### config.mk
export PLATFORM = sky130hd
export DESIGN_NAME = delay_timer_flat
export DESIGN_NICKNAME = d
export VERILOG_FILES = /design/src/rtl/delay_timer_if.sv /design/src/rtl/delay_timer.sv /design/src/flat_wrapper.sv
export SDC_FILE = /design/constraint.sdc
export NUM_CORES = 1
export LEC_CHECK = 0
export BUFFER_PORTS_ARGS = -buffer_cell sky130_fd_sc_hd__clkbuf_2
export CAP_MARGIN = 20
export CORE_ASPECT_RATIO = 0.75
export CORE_UTILIZATION = 49
export CTS_BUF_LIST = sky130_fd_sc_hd__clkbuf_4
export CTS_CLUSTER_DIAMETER = 200
export DETAILED_ROUTE_END_ITERATION = 8
export GPL_TIMING_DRIVEN = 1
export PLACE_DENSITY = 0.7
export RECOVER_POWER = 50
export SLEW_MARGIN = 25
export SYNTH_ARGS = -nofsm -noshare
export SYNTH_HDL_FRONTEND = slang
export SYNTH_SLANG_ARGS = --single-unit
### constraint.sdc
create_clock -name clk -period 6 [get_ports clk]
set_input_delay 1.2 -clock clk [delete_from_list [all_inputs] [get_ports clk]]
set_output_delay 1.2 -clock clk [all_outputs]
set_load 0.01 [all_outputs]
### src/rtl/delay_timer_if.sv
// START/RDY handshake bundle between a control FSM (master) and its delay timer (slave).
interface delay_timer_if #(
  parameter int WIDTH = 16
);
  logic             START;
  logic [WIDTH-1:0] LOAD;
  logic             ABORT;
  logic             RDY;
  logic             BUSY;
  logic [WIDTH-1:0] COUNT;

  modport master (
    output START, LOAD, ABORT,
    input  RDY, BUSY, COUNT
  );

  modport slave (
    input  START, LOAD, ABORT,
    output RDY, BUSY, COUNT
  );
endinterface

### src/rtl/delay_timer.sv
// Programmable countdown timer: counts LOAD ticks of PRESCALE clocks each, then
// pulses RDY for one cycle. Outputs are registered from the next-state decode.
module delay_timer #(
  parameter int WIDTH    = 16,
  parameter int PRESCALE = 1000
) (
  input  logic          clk,
  input  logic          reset,
  delay_timer_if.slave  bus
);

  localparam int PW = (PRESCALE > 1) ? $clog2(PRESCALE) : 1;
  localparam logic [PW-1:0] TICK_AT = PW'(PRESCALE - 1);

  localparam logic [1:0] S_IDLE = 2'd0;
  localparam logic [1:0] S_RUN  = 2'd1;
  localparam logic [1:0] S_DONE = 2'd2;

  logic [1:0]       r_state;
  logic [1:0]       w_state_nxt;
  logic [WIDTH-1:0] r_rem;
  logic [WIDTH-1:0] w_rem_nxt;
  logic [PW-1:0]    r_presc;
  logic [PW-1:0]    w_presc_nxt;
  logic             r_rdy;
  logic             r_busy;
  logic [WIDTH-1:0] r_count;
  logic             w_tick;

  assign w_tick = (r_presc == TICK_AT);

  always_comb begin
    w_state_nxt = r_state;
    w_rem_nxt   = r_rem;
    w_presc_nxt = r_presc;
    case (r_state)
      S_IDLE: begin
        if (bus.START && !bus.ABORT) begin
          w_rem_nxt   = bus.LOAD;
          w_presc_nxt = '0;
          w_state_nxt = (bus.LOAD != '0) ? S_RUN : S_DONE;
        end
      end
      S_RUN: begin
        // ABORT outranks a completing tick in the same cycle
        if (bus.ABORT) begin
          w_state_nxt = S_IDLE;
          w_rem_nxt   = '0;
          w_presc_nxt = '0;
        end else if (w_tick) begin
          w_presc_nxt = '0;
          if (r_rem != '0) begin
            w_rem_nxt = r_rem - WIDTH'(1);
          end
          if (r_rem <= WIDTH'(1)) begin
            w_state_nxt = S_DONE;
          end
        end else begin
          w_presc_nxt = r_presc + PW'(1);
        end
      end
      S_DONE: begin
        w_state_nxt = S_IDLE;
        w_rem_nxt   = '0;
        w_presc_nxt = '0;
      end
      default: begin
        w_state_nxt = S_IDLE;
        w_rem_nxt   = '0;
        w_presc_nxt = '0;
      end
    endcase
  end

  always_ff @(posedge clk or negedge reset) begin
    if (!reset) begin
      r_state <= S_IDLE;
      r_rem   <= '0;
      r_presc <= '0;
      r_rdy   <= 1'b0;
      r_busy  <= 1'b0;
      r_count <= '0;
    end else begin
      r_state <= w_state_nxt;
      r_rem   <= w_rem_nxt;
      r_presc <= w_presc_nxt;
      // Outputs track the state being entered so they are flop outputs, not decode
      r_rdy   <= (w_state_nxt == S_DONE);
      r_busy  <= (w_state_nxt == S_RUN);
      r_count <= (w_state_nxt == S_RUN) ? w_rem_nxt : '0;
    end
  end

  assign bus.RDY   = r_rdy;
  assign bus.BUSY  = r_busy;
  assign bus.COUNT = r_count;

endmodule
### src/flat_wrapper.sv
// flat-port wrapper written by rule: the top's interface ports become plain ports
module delay_timer_flat 
#(
  parameter int WIDTH    = 16,
  parameter int PRESCALE = 1000
)
  (clk, reset, bus_START, bus_LOAD, bus_ABORT, bus_RDY, bus_BUSY, bus_COUNT);
  delay_timer_if #(.WIDTH(WIDTH)) bus_i ();
  input  logic clk;
  input  logic reset;
  input wire logic [$bits(bus_i.START)-1:0] bus_START;
  input wire logic [$bits(bus_i.LOAD)-1:0] bus_LOAD;
  input wire logic [$bits(bus_i.ABORT)-1:0] bus_ABORT;
  output wire logic [$bits(bus_i.RDY)-1:0] bus_RDY;
  output wire logic [$bits(bus_i.BUSY)-1:0] bus_BUSY;
  output wire logic [$bits(bus_i.COUNT)-1:0] bus_COUNT;
  assign bus_i.START = bus_START;
  assign bus_i.LOAD = bus_LOAD;
  assign bus_i.ABORT = bus_ABORT;
  assign bus_RDY = bus_i.RDY;
  assign bus_BUSY = bus_i.BUSY;
  assign bus_COUNT = bus_i.COUNT;
  delay_timer #(.WIDTH(WIDTH), .PRESCALE(PRESCALE)) u_core (.clk(clk), .reset(reset), .bus(bus_i));
endmodule
Yosys cells after proc, flatten, opt, wreduce, memory -nomap -nowiden. Index checks and enable logic that the tools add are counted. W data, S select, Z words.

Bits in registers: 46. Logic and storage cells: 35.

$add $sub $neg: 2. Magnitude comparators: 1. Equality and inequality tests: 5. Mux-type cells: 16. Reductions and logical operators: 5.

Operator list (number): $mux W16 (5); $pmux W16 S2 (1); $reduce_bool A16 Y1 (2); $mux W10 (3); $pmux W10 S2 (1); $le A16 B1 Y1 const B (1); $sub A16 B1 Y16 const B (1); $add A10 B1 Y10 const B (1); $eq A10 B10 Y1 const B (1); $mux W2 (5); $eq A2 B1 Y1 const B (2); $pmux W2 S2 (1); $eq A2 B2 Y1 const B (1); $logic_not A2 Y1 (1); $ne A2 B1 Y1 const B (1); $logic_and A1 B1 Y1 (1); $logic_not A1 Y1 (1).

Longest topological paths before layout. Gate-level depths: netlist of run 1.

Depth after elaboration: 7. Gate-level depth with buffers: 8. Depth with buffers taken out: 8.

Least setup slack after synthesis of run 1. Ideal clock, no wire load.

Path kind: input to register. Start: in bus_START. End: reg u_core.r_count[5] (netlist: u_core.bus.COUNT[5]). Library setup time: 0.078 ns. Data arrival time: 2.511 ns. Setup slack: 3.411 ns. Stages: 7. Cells stage by stage: nor2b_1 clkbuf_1 and2_1 clkbuf_1 clkbuf_1 a22oi_1 a21oi_1.

Longest elaborated chain between the ends: 5. Elaborated cells between the ends (all ways): 7.

Ends and longest elaborated chain: start: declaration (line flat_wrapper.sv:11) `input wire logic [$bits(bus_i.START)-1:0] bus_START;`; $logic_and A1 B1 Y1 * (line delay_timer.sv:38) `if (bus.START && !bus.ABORT) begin`; $mux W2 (line delay_timer.sv:38); $pmux W2 S2 (line delay_timer.sv:36) `case (r_state)`; $eq A2 B1 Y1 (line delay_timer.sv:90) `r_count <= (w_state_nxt == S_RUN) ? w_rem_nxt : '0;`; $mux W16 * (line delay_timer.sv:90); end signal: assignment (line delay_timer.sv:90); end: declaration (line delay_timer.sv:27) `logic [WIDTH-1:0] r_count;`.

Every way passes the cells marked *; elsewhere a longest branch is shown, timed or not. A chain may end at the register's enable or synchronous reset.

==> flow_metrics.py, run 1 <==
metrics = {
    "cts": {
        "cts-buffers-inserted": 5,
        "cts_hold_buf": 0,
        "postCtsSetupRepairBufs": 0,
        "cts_repair_resize_count": 0,
        "clkTransAtPathRegs_ns": 0.12,
        "h-tree-depth": 2,
        "cts_tree": "done",
        "cts_sinks": 46,
        "insertion_delay_ns": 0.36,
        "cts_root_buf": "clkbuf_4",
        "clockBufferDepth": 2,
    },
    "sta": {
        "rsz0062_at_grt": "false",
        "finalHoldViolations": 0,
        "relSlewSlack_pct": -60.8,
        "fin_skew_ns": 0.0186,
        "min_period_ns": 3.03,
        "setup_slack_ns": 2.97,
        "setup_tns_ns": 0,
        "setup_violations": 0,
        "fmax_ghz": 0.330,
        "drv_slew": 47,
        "holdWs_ns": 0.495,
        "worst_pin_slew_ns": 2.41,
        "post-route-period-util_pct": 50.5,
    },
    "min_path": {
        "worstHoldPathCells": 1,
        "worstHoldStart": "u_core.r_presc[8]",
        "hold_end": "u_core.r_presc[8]",
        "min_path_type": "flip-flop to flip-flop",
    },
    "setup_path": {
        "reg2reg_from": "u_core.r_rem[2]",
        "worstSetupPathType": "primary input to asynchronous set/reset pin",
        "critPathLaunch": "reset",
        "crit_slowest_cell": "clkbuf_1",
        "critical_path.top_delay_family": "buffers and inverters",
        "arrival_ns": 3.01,
        "path_buf_inv": 2,
        "r2r-end": "u_core.bus.COUNT[14]",
        "worstPathCellList": "clkbuf_2, clkbuf_1",
        "r2r_slack_ns": 2.98,
        "required_ns": 5.98,
        "start_kind": "primary input",
        "end_kind": "asynchronous set/reset pin",
        "crit_fanout": 46,
        "reg2reg_depth": 6,
        "max_stage_delay_ns": 1.69,
    },
    "floorplan": {
        "rows": 21,
        "fp.dieW_um": 83.8,
        "chipHeight_um": 63.4,
        "initial_utilization_pct": 52.9,
        "core_um2": 4650,
        "die_area_um2": 5310,
        "io_pins": 38,
    },
    "route": {
        "wire_per_inst_um": 17.3,
        "viasPerCell": 6.29,
        "antenna_left": 0,
        "drc_errors": 6,
        "routed-via-count": 2270,
        "drt_iter0_drc": 313,
        "finalWirelength_um": 6240,
        "dr.pass1.iters": 7,
    },
    "global_routing": {
        "grt_usage_pct": 25.5,
        "grt_pass1_vias": 2096,
        "gr-total-overflow": 0,
        "antenna_found_initial": 0,
        "grt_max_degree": 47,
        "grt_pass1_wl_um": 10500,
    },
    "power": {
        "ir_drop_v": 0.000105,
        "power_frac_seq_pct": 53.3,
        "pwr-share-comb_pct": 25.8,
        "p_int_uw": 468,
        "clockPowerShare_pct": 20.8,
        "power_density_nw_per_um2": 262,
        "p_leak_nw": 1.24,
        "power.share.switching_pct": 34.7,
        "p_sw_uw": 249,
    },
    "outcome": {
        "run_status": "finished, violations left",
        "violations": "design-rule violations, max-capacitance violations, max-slew violations",
    },
    "synth": {
        "async_flop_share_pct": 100,
        "postSynthAreaPerCell_um2": 9.11,
        "synthCells": 270,
        "synth_cell_types": 44,
        "ys_ff_latch": 46,
        "syn-cell-area_um2": 2460,
        "syn_nets": 294,
        "yosys_warnings": 0,
        "seq_area_frac_synth_pct": 46.8,
        "synth_edf_count": 0,
        "ys.flop_type": "dfrtp_1",
    },
    "finish": {
        "fillers": 429,
        "n_antenna_cell": 0,
        "instances_no_fill": 361,
        "final_common_cell": "dfrtp_1",
        "nNetsFinal": 328,
        "final_cell_mix": "46 x dfrtp_1, 28 x clkbuf_2, 27 x nor2_1",
        "multi_input_area_um2": 1240,
        "design_area_um2": 2740,
        "drive_above_1_share_pct": 16.4,
        "register_area_um2": 1150,
        "syn_to_final_growth_pct": 11.2,
    },
    "placed_design": {
        "routabilityCongestion": 0.931,
        "placed_area_um2": 2700,
        "dp_hpwl_um": 4410,
        "dp.cells": 354,
        "dpl_worst_slack_ns": 2.71,
        "io_buffer_count": 37,
    },
    "flow_run": {
        "max-cap-violations": 1,
    },
}
[synthesized netlist by cell type, types with 5 or more instances]
cell type / n / area share, %
a21oi_1: 13 / 2.6
nand3_1: 16 / 3.3
a31oi_1: 10 / 2.5
dfrtp_1: 46 / 47
nand4_1: 7 / 1.8
o21ai_0: 21 / 4.3
a22oi_1: 10 / 3.1
nor4_1: 5 / 1.3
xor2_1: 5 / 1.8
inv_1: 5 / 0.76
clkbuf_1: 13 / 2.0
nor2_1: 27 / 4.1
or4_1: 5 / 1.5
nand2_1: 25 / 3.8
[power by group through the flow]
stage | logic, mW | clock network [mW] | registers [mW]
global placement | 0.180 | 0 | 0.386
global route | 0.206 | 0.169 | 0.388
detailed placement | 0.184 | 0 | 0.387
finish | 0.185 | 0.149 | 0.382
floorplan | 0.124 | 0 | 0.382
CTS | 0.185 | 0.154 | 0.381
[metal layers]
layer | part of all wire, % | global-route usage, % | up-vias
met3 | 9.3 | 6.29 | 15
met4 | 1.6 | 8.19 | 0
li1 | - | - | 1061
met2 | 42 | 35.5 | 129
met1 | 47 | 38.6 | 1065
met5 | 0 | 0 | -
[kinds of logic after synthesis]
kind of cell | synth area share [%]
adders and majority gates | 2.03
buffers and inverters | 2.95
xor gates and xnor gates | 2.49
and+or+nand+nor | 24.2
muxes | 2.54
DFF | 46.8
AOI/OAI and AO/OA | 19.0
[area by class of cell]
class                           count  share of cell area [%]
Multi-Input combinational cell    205                    45.4
Sequential cell                    46                    42.1
Timing Repair Buffer               41                    7.32
Tap cell                           57                    2.61
Clock buffer                        7                    1.92
Inverter                            5                   0.686
[how the worst max path moves through the flow]
stage	to	cells after the start
5_1_grt	u_core.bus.COUNT[7]	2
3_5_place_dp	u_core.bus.COUNT[14]	7
3_3_place_gp	u_core.bus.COUNT[6]	6
6_report	u_core.r_rem[7]	2
4_1_cts	u_core.bus.COUNT[14]	6
2_1_floorplan	u_core.bus.COUNT[5]	7
[state kept, by name, indices dropped and copies added (netlist names)]
signal / flops
u_core.r_state: 2
u_core.r_presc: 10
u_core.bus.COUNT: 16
u_core.bus.RDY: 1
u_core.r_rem: 16
u_core.bus.BUSY: 1
[through the flow]
step	total power, mW	utilization [%]
4_1_cts	0.720	59.1
6_report	0.717	58.8
3_5_place_dp	0.570	58.0
2_1_floorplan	0.506	-
3_3_place_gp	0.566	58.0
5_1_grt	0.763	58.8
Power figures use the tool's default switching activity.
==> run 2: changes to the inputs <==
PLACE_DENSITY = 0.73   (was 0.7)
clock period = 2.5 ns   (was 6 ns; I/O delays follow)
==> flow_metrics.py, run 2 (synthesis gave the netlist of run 1 again) <==
metrics = {
    "setup_path": {
        "worstSetupPathType": "flip-flop to flip-flop",
        "crit_slowest_cell": "or4b_2",
        "required_ns": 2.80,
        "arrival_ns": 2.74,
        "start_kind": "flip-flop",
        "max_stage_delay_ns": 0.74,
        "end_kind": "flip-flop",
        "worstPathCellList": "or4_1, or4b_2, a31oi_2, nand2_1, a31oi_1",
        "crit_fanout": 4,
    },
    "finish": {
        "final_core_util_pct": 63.7,
        "register_area_um2": 1150,
        "drive_above_1_share_pct": 23.9,
        "multi_input_area_um2": 1280,
        "nNetsFinal": 355,
        "final_common_cell": "dfrtp_1",
        "syn_to_final_growth_pct": 20.3,
        "fillers": 408,
        "n_antenna_cell": 0,
        "final_cell_mix": "46 x dfrtp_1, 28 x buf_4, 27 x nor2_1, 27 x clkbuf_2, 25 x nand2_1",
    },
    "global_routing": {
        "grt_pass1_wl_um": 11300,
        "grt_pass1_vias": 2262,
        "gr-total-overflow": 0,
        "grt_usage_pct": 27.7,
        "grt_max_degree": 31,
        "antenna_found_initial": 0,
    },
    "cts": {
        "h-tree-depth": 2,
        "clockBufferDepth": 2,
        "cts-buffers-inserted": 5,
        "cts_sinks": 46,
        "cts_root_buf": "clkbuf_4",
        "clkTransAtPathRegs_ns": 0.13,
        "insertion_delay_ns": 0.37,
        "cts_hold_buf": 0,
        "cts_tree": "done",
    },
    "sta": {
        "worst_pin_slew_ns": 1.57,
        "min_period_ns": 2.44,
        "relSlewSlack_pct": -4.47,
        "holdWs_ns": 0.393,
        "fmax_ghz": 0.409,
        "finalHoldViolations": 0,
        "drv_slew": 31,
        "fin_skew_ns": 0.00852,
        "rsz0062_at_grt": "false",
        "post-route-period-util_pct": 97.7,
        "setup_violations": 0,
    },
    "route": {
        "finalWirelength_um": 6780,
        "drc_errors": 3,
        "antenna_left": 0,
        "dr.pass1.iters": 7,
        "viasPerCell": 6.16,
        "routed-via-count": 2384,
        "drt_iter0_drc": 262,
        "wire_per_inst_um": 17.5,
    },
    "placed_design": {
        "routabilityCongestion": 0.965,
        "io_buffer_count": 37,
        "dp_hpwl_um": 5040,
    },
    "floorplan": {
        "fp.dieW_um": 83.8,
        "initial_utilization_pct": 52.9,
        "io_pins": 38,
        "die_area_um2": 5310,
        "chipHeight_um": 63.4,
        "rows": 21,
        "core_um2": 4650,
    },
    "flow_run": {
        "max-cap-violations": 1,
    },
    "power": {
        "power_mw": 1.80,
        "power_density_nw_per_um2": 609,
        "ir_drop_v": 0.000308,
        "p_leak_nw": 1.36,
    },
    "min_path": {
        "min_path_type": "primary input to flip-flop",
    },
    "outcome": {
        "violations": "design-rule violations, max-capacitance violations, max-slew violations",
        "run_status": "finished, violations left",
    },
}
## run 2: cell count changes in the layout (fill, tap and decap cells not counted)
cell	delta
clkbuf_2	-1
clkbuf_1	+2
inv_2	+2
a31oi_1	-3
inv_1	-2
or4b_4	+1
or4b_2	-1
clkinv_1	+1
buf_4	+25
clkbuf_4	-2
a31oi_2	+3
buf_6	+1
ha_1	-1
ha_4	+1
## run 2: layer usage
| layer | wire, um | up-vias | part of all wire, % | track usage, % |
|---|---|---|---|---|
| met5 | 0 | - | 0 | 0 |
| met4 | 89 | 0 | 1.3 | 7.97 |
| met3 | 524 | 11 | 7.7 | 5.11 |
| met2 | 2960 | 107 | 44 | 42.1 |
| met1 | 3210 | 1147 | 47 | 40.5 |
| li1 | - | 1119 | - | - |
## run 2: area by class of cell
cell class | count | area share [%]
Timing Repair Buffer | 68 | 13.6
Sequential cell | 46 | 38.9
Tap cell | 57 | 2.41
Inverter | 5 | 0.634
Clock buffer | 5 | 1.27
Clock inverter | 1 | 0.127
Multi-Input combinational cell | 205 | 43.1
## run 2: worst max-delay path, delay by kind of cell (launching register included)
family / cells / cell delay [ns]
AOI/OAI and AO/OA: 2 / 0.43
and+or+nand+nor: 3 / 1.49
DFF: 1 / 0.46
## run 2: worst paths after layout
path | startpoint | end | slack, ns | cells past startpoint
worst max-delay path | u_core.r_rem[13] | u_core.bus.COUNT[12] | 0.06 | 5
worst min-delay path | bus_LOAD[10] | u_core.r_rem[10] | 0.39 | 3
worst max register to register | u_core.r_rem[13] | u_core.bus.COUNT[12] | 0.06 | 5
worst min register to register | u_core.r_presc[8] | u_core.r_presc[8] | 0.52 | 1
max in group asynchronous | reset | u_core.bus.COUNT[2] | 0.89 | 2
min in group asynchronous | reset | u_core.bus.COUNT[11] | 0.50 | 1
## run 2: through the flow
step | setup TNS (ns) | cell area [um2] | setup slack (ns) | std cells
final | 0 | 2960 | 0.0579 | 387
after global routing | 0 | 2960 | 0.0119 | 387
after CTS | 0 | 2970 | 0.0893 | 387
after detailed placement | -0.0202 | 2890 | -0.0172 | 379
after global placement | 0 | 2890 | 0.0650 | 379
after floorplan | 0 | 2460 | 0.0849 | 270
## run 2: repair_timing
item                       CTS  global route
setup buffers                2             0
setup endpoints to repair    3             4
resized for setup            7             2
pin swaps                    5             1
## run 2: power breakdown
group	leakage, nW	total, mW	internal, mW	switching (mW)
sequential	0.618	0.893	0.825	0.0680
clock	0.0246	0.325	0.0964	0.228
combinational	0.722	0.586	0.248	0.338
==> run 3: changes to the inputs <==
ABC_AREA = 0   (was not set)
PLACE_DENSITY = 0.7   (was 0.73)
clock period = 2.6 ns   (was 2.5 ns; I/O delays follow)
==> flow_metrics.py, run 3 (synthesis gave the netlist of run 1 again) <==
metrics = {
    "placed_design": {
        "dp_hpwl_um": 4890,
        "io_buffer_count": 37,
        "routabilityCongestion": 0.900,
    },
    "sta": {
        "min_period_ns": 2.50,
        "fmax_ghz": 0.399,
        "setup_violations": 0,
        "rsz0062_at_grt": "false",
        "drv_slew": 0,
        "holdWs_ns": 0.424,
        "fin_skew_ns": 0.0159,
        "relSlewSlack_pct": 23.7,
        "setup_tns_ns": 0,
        "post-route-period-util_pct": 96.3,
        "finalHoldViolations": 0,
        "worst_pin_slew_ns": 1.14,
    },
    "setup_path": {
        "start_kind": "flip-flop",
        "crit_fanout": 5,
        "reg2reg_depth": 7,
        "crit_end": "u_core.bus.COUNT[14]",
        "critPathLaunch": "u_core.r_rem[1]",
        "worstSetupPathType": "flip-flop to flip-flop",
        "r2r-end": "u_core.bus.COUNT[14]",
        "arrival_ns": 2.77,
        "end_kind": "flip-flop",
        "r2r_slack_ns": 0.1,
        "required_ns": 2.87,
        "reg2reg_from": "u_core.r_rem[1]",
    },
    "floorplan": {
        "initial_utilization_pct": 52.9,
        "rows": 21,
        "die_area_um2": 5310,
        "core_um2": 4650,
        "io_pins": 38,
        "fp.dieW_um": 83.8,
        "chipHeight_um": 63.4,
    },
    "route": {
        "dr.pass1.iters": 7,
        "drt_iter0_drc": 224,
        "antenna_left": 0,
        "routed-via-count": 2350,
        "viasPerCell": 6.22,
        "drc_errors": 10,
        "finalWirelength_um": 6730,
        "wire_per_inst_um": 17.8,
    },
    "power": {
        "p_leak_nw": 1.32,
        "ir_drop_v": 0.000323,
        "power_density_nw_per_um2": 591,
    },
    "finish": {
        "final_common_cell": "dfrtp_1",
        "final_cell_mix": "46 x dfrtp_1, 29 x clkbuf_2, 27 x nor2_1",
        "n_antenna_cell": 0,
        "nNetsFinal": 346,
        "syn_to_final_growth_pct": 16.7,
        "drive_above_1_share_pct": 21.8,
    },
    "cts": {
        "cts_root_buf": "clkbuf_4",
        "cts_hold_buf": 0,
        "cts_sinks": 46,
        "clkTransAtPathRegs_ns": 0.14,
        "cts_tree": "done",
        "clockBufferDepth": 2,
        "insertion_delay_ns": 0.37,
        "cts-buffers-inserted": 5,
        "h-tree-depth": 2,
    },
    "global_routing": {
        "grt_usage_pct": 27.4,
        "grt_pass1_vias": 2179,
        "grt_max_degree": 47,
        "grt_pass1_wl_um": 11100,
        "antenna_found_initial": 0,
        "gr-total-overflow": 0,
    },
    "min_path": {
        "min_path_type": "primary input to flip-flop",
    },
    "outcome": {
        "violations": "design-rule violations",
        "run_status": "finished, violations left",
    },
    "flow_run": {
        "max-cap-violations": 0,
    },
}
run 3: final cells by class:
cell class | instances | area [um2]
Fill cell | 437 | 1780
Inverter | 5 | 18.8
Clock buffer | 5 | 37.5
Tap cell | 57 | 71.3
Timing Repair Buffer | 58 | 333
Multi-Input combinational cell | 206 | 1260
Sequential cell | 46 | 1150
Clock inverter | 1 | 3.75
run 3: stage by stage:
step                      setup WS (ns)  total power, mW  util, %  instance area, um2  cells
after floorplan                   0.185             1.17        -                2460    270
after global placement           0.0844             1.37     60.7                2830    371
after detailed placement         0.0187             1.38     60.7                2830    371
after CTS                        0.0169             1.69     61.6                2870    377
after global routing             0.0116             1.80     61.7                2870    378
final                            0.0950             1.70     61.7                2870    378
run 3: where the power goes:
part / switching, mW / total [mW] / internal, mW / leakage [nW]
Sequential: 0.0668 / 0.860 / 0.794 / 0.618
Clock: 0.221 / 0.314 / 0.0928 / 0.0246
Combinational: 0.311 / 0.523 / 0.213 / 0.682
Total: 0.599 / 1.70 / 1.10 / 1.32
run 3: routing by layer:
layer / wire length [um] / global-route usage, % / part of all wire, %
met4: 62 / 9.05 / 0.92
met1: 3160 / 39.1 / 47
met5: 0 / 0 / 0
met2: 2960 / 42.2 / 44
met3: 540 / 5.11 / 8.0
run 3: repair_timing:
action / 4_1_cts / 5_1_grt
setup endpoints to repair: 0 / 11
buffers inserted: 0 / 0
resized for setup: 0 / 5
run 3: how the worst min path moves through the flow:
stage | startpoint | to | cells after the start | slack [ns]
floorplan | reset | u_core.bus.BUSY | 0 | 0.22
global placement | u_core.r_presc[8] | u_core.r_presc[8] | 1 | 0.49
detailed placement | u_core.r_presc[8] | u_core.r_presc[8] | 1 | 0.48
CTS | reset | u_core.r_rem[13] | 2 | 0.24
global route | bus_LOAD[2] | u_core.r_rem[2] | 3 | 0.40
finish | bus_LOAD[10] | u_core.r_rem[10] | 3 | 0.42
run 3: critical path: stages (launching register included):
cell and delay (ns):
dfrtp_1 0.42, inv_2 0.07, ha_2 0.18, or4b_4 0.46, or4_4 0.59, and3_4 0.21
a221o_1 0.35, and2_1 0.14
